### src/rtl/mips_pkg.sv
// Shared MIPS encodings: opcode/funct constants, controller state enum, datapath select encodings.
// Used by both the single-cycle decoder and the multi-cycle controller.
package mips_pkg;

  localparam logic [5:0] OP_SPECIAL = 6'b000000;
  localparam logic [5:0] OP_JAL     = 6'b000011;
  localparam logic [5:0] OP_BEQ     = 6'b000100;
  localparam logic [5:0] OP_ORI     = 6'b001101;
  localparam logic [5:0] OP_LUI     = 6'b001111;
  localparam logic [5:0] OP_LW      = 6'b100011;
  localparam logic [5:0] OP_SW      = 6'b101011;

  localparam logic [5:0] FN_JR      = 6'b001000;
  localparam logic [5:0] FN_MFHI    = 6'b010000;
  localparam logic [5:0] FN_MFLO    = 6'b010010;
  localparam logic [5:0] FN_MULT    = 6'b011000;
  localparam logic [5:0] FN_DIV     = 6'b011010;
  localparam logic [5:0] FN_ADDU    = 6'b100001;
  localparam logic [5:0] FN_SUBU    = 6'b100011;

  typedef enum logic [2:0] {
    S_FETCH  = 3'd0,
    S_DECODE = 3'd1,
    S_EXEC   = 3'd2,
    S_MEM    = 3'd3,
    S_WB     = 3'd4,
    S_MDU    = 3'd5
  } state_t;

  localparam logic [1:0] NPC_PC4    = 2'b00;
  localparam logic [1:0] NPC_BRANCH = 2'b01;
  localparam logic [1:0] NPC_JAL    = 2'b10;
  localparam logic [1:0] NPC_JR     = 2'b11;

  localparam logic [1:0] ALU_ADD    = 2'b00;
  localparam logic [1:0] ALU_SUB    = 2'b01;
  localparam logic [1:0] ALU_OR     = 2'b10;

  localparam logic [1:0] A3_RD      = 2'b00;
  localparam logic [1:0] A3_RT      = 2'b01;
  localparam logic [1:0] A3_RA      = 2'b10;

  localparam logic [1:0] WD_ALU     = 2'b00;
  localparam logic [1:0] WD_DM      = 2'b01;
  localparam logic [1:0] WD_PC      = 2'b10;
  localparam logic [1:0] WD_HILO    = 2'b11;

  // One-hot instruction class; all-zero means "not decoded", executed as a nop.
  typedef struct packed {
    logic addu;
    logic subu;
    logic ori;
    logic lw;
    logic sw;
    logic beq;
    logic jal;
    logic jr;
    logic lui;
    logic mult;
    logic div;
    logic mfhi;
    logic mflo;
  } instr_t;

endpackage

### src/rtl/mc_decode.sv
// Combinational instruction-class decoder producing one-hot flags from opcode/funct.
// MDU instructions are decoded only when MC_CTRL_MDU_EN is defined.
module mc_decode
  import mips_pkg::*;
(
  input  logic [5:0] opcode,
  input  logic [5:0] funct,
  output instr_t     instr
);

  logic special;

  always_comb begin
    instr   = '0;
    special = (opcode == OP_SPECIAL);

    instr.addu = special && (funct == FN_ADDU);
    instr.subu = special && (funct == FN_SUBU);
    instr.jr   = special && (funct == FN_JR);
    instr.ori  = (opcode == OP_ORI);
    instr.lw   = (opcode == OP_LW);
    instr.sw   = (opcode == OP_SW);
    instr.beq  = (opcode == OP_BEQ);
    instr.jal  = (opcode == OP_JAL);
    instr.lui  = (opcode == OP_LUI);
`ifdef MC_CTRL_MDU_EN
    instr.mult = special && (funct == FN_MULT);
    instr.div  = special && (funct == FN_DIV);
    instr.mfhi = special && (funct == FN_MFHI);
    instr.mflo = special && (funct == FN_MFLO);
`endif
  end

endmodule

### src/rtl/mc_controller.sv
// Multi-cycle MIPS main controller: FETCH/DECODE/EXEC/MEM/WB(/MDU) sequencer with memory stalls.
// Optional multiply/divide sequencing is enabled by defining MC_CTRL_MDU_EN.
module mc_controller
  import mips_pkg::*;
#(
  parameter int MULT_LAT = 5,
  parameter int DIV_LAT  = 10,
  parameter int CNT_W    = $clog2((MULT_LAT > DIV_LAT) ? MULT_LAT : DIV_LAT) + 1
) (
  input  logic       clk,
  input  logic       reset,
  input  logic [5:0] opcode,
  input  logic [5:0] funct,
  input  logic       Equ,
  input  logic       imem_ready,
  input  logic       dmem_ready,
  output logic       PCWr,
  output logic       IRWr,
  output logic [1:0] NPCOp,
  output logic       GRFWr,
  output logic       DMWr,
  output logic       EXTOp,
  output logic       BSel,
  output logic [1:0] ALUOp,
  output logic [1:0] A3Sel,
  output logic [1:0] WDSel,
  output logic       MDStart,
  output logic       MDOp,
  output logic       HiLoWr,
  output logic       HiLoSel,
  output logic [2:0] state,
  output logic       retire
);

  state_t state_q, state_d;
  instr_t instr;
  logic   nop;

  mc_decode u_decode (
    .opcode (opcode),
    .funct  (funct),
    .instr  (instr)
  );

  assign nop   = (instr == '0);
  assign state = state_q;

  always_ff @(posedge clk or negedge reset) begin
    if (!reset) state_q <= S_FETCH;
    else        state_q <= state_d;
  end

`ifdef MC_CTRL_MDU_EN
  logic [CNT_W-1:0] cnt_q, cnt_d;

  always_ff @(posedge clk or negedge reset) begin
    if (!reset) cnt_q <= '0;
    else        cnt_q <= cnt_d;
  end
`endif

  // Memory handshake: imem_ready is looked at only in FETCH and dmem_ready only in MEM;
  // a high ready completes the access in that same cycle, a low ready holds the state.
  always_comb begin
    state_d = state_q;
    PCWr    = 1'b0;
    IRWr    = 1'b0;
    NPCOp   = NPC_PC4;
    GRFWr   = 1'b0;
    DMWr    = 1'b0;
    EXTOp   = 1'b0;
    BSel    = 1'b0;
    ALUOp   = ALU_ADD;
    A3Sel   = A3_RD;
    WDSel   = WD_ALU;
    MDStart = 1'b0;
    MDOp    = 1'b0;
    HiLoWr  = 1'b0;
    HiLoSel = 1'b0;
    retire  = 1'b0;
`ifdef MC_CTRL_MDU_EN
    cnt_d   = cnt_q;
`endif

    case (state_q)
      S_FETCH: begin
        PCWr = imem_ready;
        IRWr = imem_ready;
        if (imem_ready) state_d = S_DECODE;
      end

      S_DECODE: begin
        if (instr.jal) begin
          PCWr    = 1'b1;
          NPCOp   = NPC_JAL;
          GRFWr   = 1'b1;
          A3Sel   = A3_RA;
          WDSel   = WD_PC;
          retire  = 1'b1;
          state_d = S_FETCH;
        end else if (instr.jr) begin
          PCWr    = 1'b1;
          NPCOp   = NPC_JR;
          retire  = 1'b1;
          state_d = S_FETCH;
        end else begin
          state_d = S_EXEC;
        end
      end

      S_EXEC: begin
        if (instr.lw || instr.sw) begin
          ALUOp   = ALU_ADD;
          BSel    = 1'b1;
          EXTOp   = 1'b1;
          state_d = S_MEM;
        end else if (instr.beq) begin
          ALUOp   = ALU_SUB;
          NPCOp   = NPC_BRANCH;
          PCWr    = Equ;
          retire  = 1'b1;
          state_d = S_FETCH;
`ifdef MC_CTRL_MDU_EN
        end else if (instr.mult || instr.div) begin
          MDStart = 1'b1;
          MDOp    = instr.div;
          cnt_d   = instr.div ? CNT_W'(DIV_LAT - 1) : CNT_W'(MULT_LAT - 1);
          state_d = S_MDU;
`endif
        end else if (nop) begin
          // Undecoded words spend one EXEC cycle so a nop costs the same as a not-taken beq.
          retire  = 1'b1;
          state_d = S_FETCH;
        end else begin
          ALUOp   = instr.subu ? ALU_SUB : (instr.ori ? ALU_OR : ALU_ADD);
          BSel    = instr.ori || instr.lui;
          HiLoSel = instr.mfhi;
          state_d = S_WB;
        end
      end

      S_MEM: begin
        if (instr.sw) begin
          DMWr = 1'b1;
          if (dmem_ready) begin
            retire  = 1'b1;
            state_d = S_FETCH;
          end
        end else if (dmem_ready) begin
          state_d = S_WB;
        end
      end

      S_WB: begin
        GRFWr   = 1'b1;
        retire  = 1'b1;
        state_d = S_FETCH;
        A3Sel   = (instr.ori || instr.lui || instr.lw) ? A3_RT : A3_RD;
        if (instr.lw)                                 WDSel = WD_DM;
        else if (instr.lui || instr.mfhi || instr.mflo) WDSel = WD_HILO;
        HiLoSel = instr.mfhi;
      end

      S_MDU: begin
`ifdef MC_CTRL_MDU_EN
        if (cnt_q == '0) begin
          HiLoWr  = 1'b1;
          retire  = 1'b1;
          state_d = S_FETCH;
        end else begin
          cnt_d = cnt_q - 1'b1;
        end
`else
        state_d = S_FETCH;
`endif
      end

      default: state_d = S_FETCH;
    endcase
  end

endmodule
### config.mk
export PLATFORM = sky130hd
export DESIGN_NAME = mc_controller
export DESIGN_NICKNAME = d
export VERILOG_FILES = /design/src/rtl/mips_pkg.sv /design/src/rtl/mc_decode.sv /design/src/rtl/mc_controller.sv
export SDC_FILE = /design/constraint.sdc
export NUM_CORES = 1
export LEC_CHECK = 0
export BUFFER_PORTS_ARGS = -buffer_cell sky130_fd_sc_hd__buf_2
export CAP_MARGIN = 15
export CORE_MARGIN = 3
export CORE_UTILIZATION = 43
export CTS_BUF_LIST = sky130_fd_sc_hd__clkbuf_4 sky130_fd_sc_hd__clkbuf_8
export DETAILED_ROUTE_END_ITERATION = 6
export PLACE_DENSITY_LB_ADDON = 0.1
export SETUP_SLACK_MARGIN = 0.15
export SLEW_MARGIN = 20
export SYNTH_ARGS = -nofsm -noshare
export SYNTH_HDL_FRONTEND = slang
export SYNTH_SLANG_ARGS = --single-unit
### constraint.sdc
create_clock -name clk -period 2.3 [get_ports clk]
set_clock_uncertainty 0.05 [all_clocks]
set_input_delay 0.575 -clock clk [delete_from_list [all_inputs] [get_ports clk]]
set_output_delay 0.575 -clock clk [all_outputs]
set_load 0.02 [all_outputs]
==> flow_metrics.py <==
metrics = {
    "outcome": {
        "status": "finished with violations",
        "violations": "negative setup slack",
    },
    "route": {
        "drcViolationCount": 0,
        "antenna_violating_nets_post_route": 0,
        "wl_per_cell_um": 25.3,
        "drt_first_pass_iters": 5,
        "routed_wirelength_um": 3670,
        "vias": 976,
        "vias_per_cell": 6.73,
        "drt_iter0_markers": 69,
    },
    "sta": {
        "timing.final.crit_period_ns": 2.52,
        "rsz0062_at_grt": "true",
        "fin_hold_ws_ns": 0.0653,
        "final_min_period_over_clock_period_pct": 110,
        "maximum_operating_frequency_mhz": 397,
        "slew_violations": 0,
        "report.final.hold_viol_count": 0,
        "postLayoutSetupSlackWorst_ns": -0.219,
        "totalNegativeSetupSlack_ns": -0.408,
        "setup-violations-final": 6,
    },
    "setup_path": {
        "path_cells": "buf_8 > nor4_4 > buf_4 > o211ai_1 > nand3_1 > o211ai_1 > buf_4",
        "timing.rr.end": "state[2]",
        "rr_startpoint": "state[2]",
        "cpMaxStageDelayCell": "sky130_fd_sc_hd__nor4_4",
        "critPathTopFamily": "simple AND/OR/NAND/NOR gates",
        "worstPathMaxFanout": 3,
        "crit_path_max_incr_delay_ns": 0.39,
        "critical_path.startpoint_type": "primary input",
        "critical_path_required_ns": 1.67,
        "timing.reg2reg.setup_slack_ns": 0.86,
        "timing.critical_path.buf_inv": 3,
        "cp_data_arrival_time_ns": 1.89,
        "worstRegToRegCells": 4,
        "type_of_destination_of_the_critical_path": "output port",
        "timing_worst_setup_path_type": "in -> out",
        "path_depth": 7,
    },
    "floorplanning": {
        "chipHeight_um": 43.2,
        "start_util_pct": 49.6,
        "floorplan.die.width_um": 43.2,
        "die_area_um2": 1870,
        "floorplan.rows": 12,
        "placeableCoreArea_um2": 1200,
        "ios": 39,
    },
    "placed_design": {
        "gp_congestion": 0.774,
        "post-dp-hpwl_um": 1360,
        "postPlaceCellArea_um2": 843,
        "buffers_on_ports": 34,
    },
    "final_layout": {
        "max_reg_flops": 3,
        "antenna-diode-count": 0,
        "finalNetCount": 149,
        "fraction_of_final_layout_cells_with_drive_strength_greater_than_1_pct": 69.5,
        "finalInstanceArea_um2": 1140,
        "final_core_util_pct": 95.0,
        "areaGrowthSynthToFinish_pct": 91.6,
    },
    "synth": {
        "post_synthesis_sequential_element_count": 3,
        "synth.avg_cell_area_um2": 7.94,
        "netlist.top_cell.by_area": "sky130_fd_sc_hd__dfrtp_1",
        "post_synth_num_cell_types": 37,
        "postSynthCellCount": 75,
        "syn-cell-area_um2": 596,
        "synth_largest_type_area_fraction_pct": 12.6,
        "synth_seq_area_share_pct": 12.6,
        "synth_warnings": 0,
        "synth.area.top_cells": "sky130_fd_sc_hd__dfrtp_1 (13%), sky130_fd_sc_hd__buf_4 (7.6%), sky130_fd_sc_hd__nor4_4 (7.1%)",
    },
    "clock_tree": {
        "cts_tree": "done",
        "cts_buffer_depth": 2,
        "clk_sink_count": 3,
        "cts.reportedPaths.clkPinSlew_ns": 0.04,
        "cts_made_buffers": 3,
        "htree_levels": 1,
        "post_cts_hold_buffers": 0,
        "root_buffer": "sky130_fd_sc_hd__clkbuf_4",
        "insertion_delay_ns": 0.25,
    },
    "grt": {
        "grt_pass1_vias": 858,
        "number_of_antenna_violations_at_the_first_check_in_global_routing": 0,
        "grt-ovfl-total": 0,
        "largest_net_degree_at_the_start_of_global_routing": 11,
        "global_route_wire_length_before_repair_um": 3770,
        "grt_use_total_pct": 26.4,
    },
    "pwr": {
        "max-vdd-ir-drop_mv": 0.437,
        "power.density_cell_area_nw_per_um2": 577,
        "leakage_nw": 0.541,
    },
    "min_path": {
        "hold_path.class": "in -> async",
    },
    "job": {
        "timing.max_cap.violations": 0,
    },
}
-- cell type report --
class | count | area [um2]
well taps | 14 | 17.5
clock buffers | 4 | 30.0
repair buffers | 56 | 433
flip-flops and latches | 3 | 77.6
multi-input cells | 65 | 572
fillers | 35 | 60.1
inverters | 3 | 11.3
-- how the worst max path moves through the flow --
stage / end / slack (ns) / startpoint
2_1_floorplan: retire / 0.07 / state[2]
4_1_cts: NPCOp[0] / 0.01 / opcode[1]
5_1_grt: retire / -0.22 / opcode[4]
3_5_place_dp: retire / -0.12 / funct[1]
6_report: retire / -0.22 / opcode[4]
3_3_place_gp: NPCOp[0] / -0.07 / funct[1]
-- kinds of logic (layout without fill, tap and decap cells) --
kind of cell           Yosys count  in the layout  synth area share, %
AND/OR/NAND/NOR                 44             44                 55.0
other                            1              4                0.630
buffers and inverters           10             63                 11.3
AO/OA/AOI/OAI                   17             17                 20.4
flip-flops                       3              3                 12.6
-- where the power goes --
group,switching [W],internal (W),leakage [nW]
logic,0.000274,0.000191,0.486
registers,0.0000103,0.0000713,0.0365
clock network,0.0000347,0.0000772,0.0184
-- cell usage after synthesis (all sizes together) --
master / instances
nor2: 10
a21oi: 7
buf: 7
nand2: 5
nand3: 5
nand2b: 4
nand4b: 4
and3b: 3
dfrtp: 3
inv: 3
and2b: 2
nand4: 2
nor4: 2
o211ai: 2
o21ai: 2
a21o: 1
a31o: 1
and4: 1
and4b: 1
conb: 1
nor2b: 1
nor3: 1
nor4b: 1
o221ai: 1
o22a: 1
o31a: 1
o31ai: 1
or2: 1
or3b: 1
-- worst register-to-register path: stages (launching register included) --
cell and delay (ns):
sky130_fd_sc_hd__dfrtp_2 0.40, sky130_fd_sc_hd__or3b_4 0.43, sky130_fd_sc_hd__buf_6 0.15, sky130_fd_sc_hd__a31o_1 0.20, sky130_fd_sc_hd__a21oi_2 0.13
-- per-layer routing --
layer  global-route usage (%)  routed length (um)
met1                     28.9                1260
met3                     3.81                 491
met5                        0                   0
met4                     13.3                 223
met2                     48.1                1700
-- cells in the final DEF, fill, tap and decap left out, types with 2 or more instances in the layout --
cell type	netlist	routed
sky130_fd_sc_hd__a21oi_1	6	2
sky130_fd_sc_hd__a21oi_2	1	5
sky130_fd_sc_hd__and3b_1	2	2
sky130_fd_sc_hd__buf_2	0	19
sky130_fd_sc_hd__buf_4	6	25
sky130_fd_sc_hd__buf_6	1	8
sky130_fd_sc_hd__buf_8	0	4
sky130_fd_sc_hd__clkbuf_4	0	4
sky130_fd_sc_hd__conb_1	1	4
sky130_fd_sc_hd__dfrtp_2	0	2
sky130_fd_sc_hd__inv_1	3	3
sky130_fd_sc_hd__nand2_1	5	4
sky130_fd_sc_hd__nand2b_1	4	3
sky130_fd_sc_hd__nand3_1	3	2
sky130_fd_sc_hd__nand3_4	1	2
sky130_fd_sc_hd__nand4_1	2	2
sky130_fd_sc_hd__nand4b_1	3	3
sky130_fd_sc_hd__nor2_1	9	7
sky130_fd_sc_hd__nor2_4	1	2
sky130_fd_sc_hd__nor4_4	2	2
sky130_fd_sc_hd__o211ai_1	2	2
-- stage by stage --
stage	total power (W)	cells	worst slack (ns)
after floorplan	0.000318	78	0.0705
after detailed placement	0.000407	132	-0.125
after CTS	0.000568	143	0.0130
after global placement	0.000405	132	-0.0734
after global routing	0.000680	145	-0.221
final	0.000658	145	-0.219
-- repair_timing --
item | 4_1_cts | 5_1_grt
endpoints found under the setup margin | 11 | 13
pin swaps | 17 | 10
buffers inserted | 7 | 2
resized for setup | 29 | 25
(Power assumes the default switching activity.)
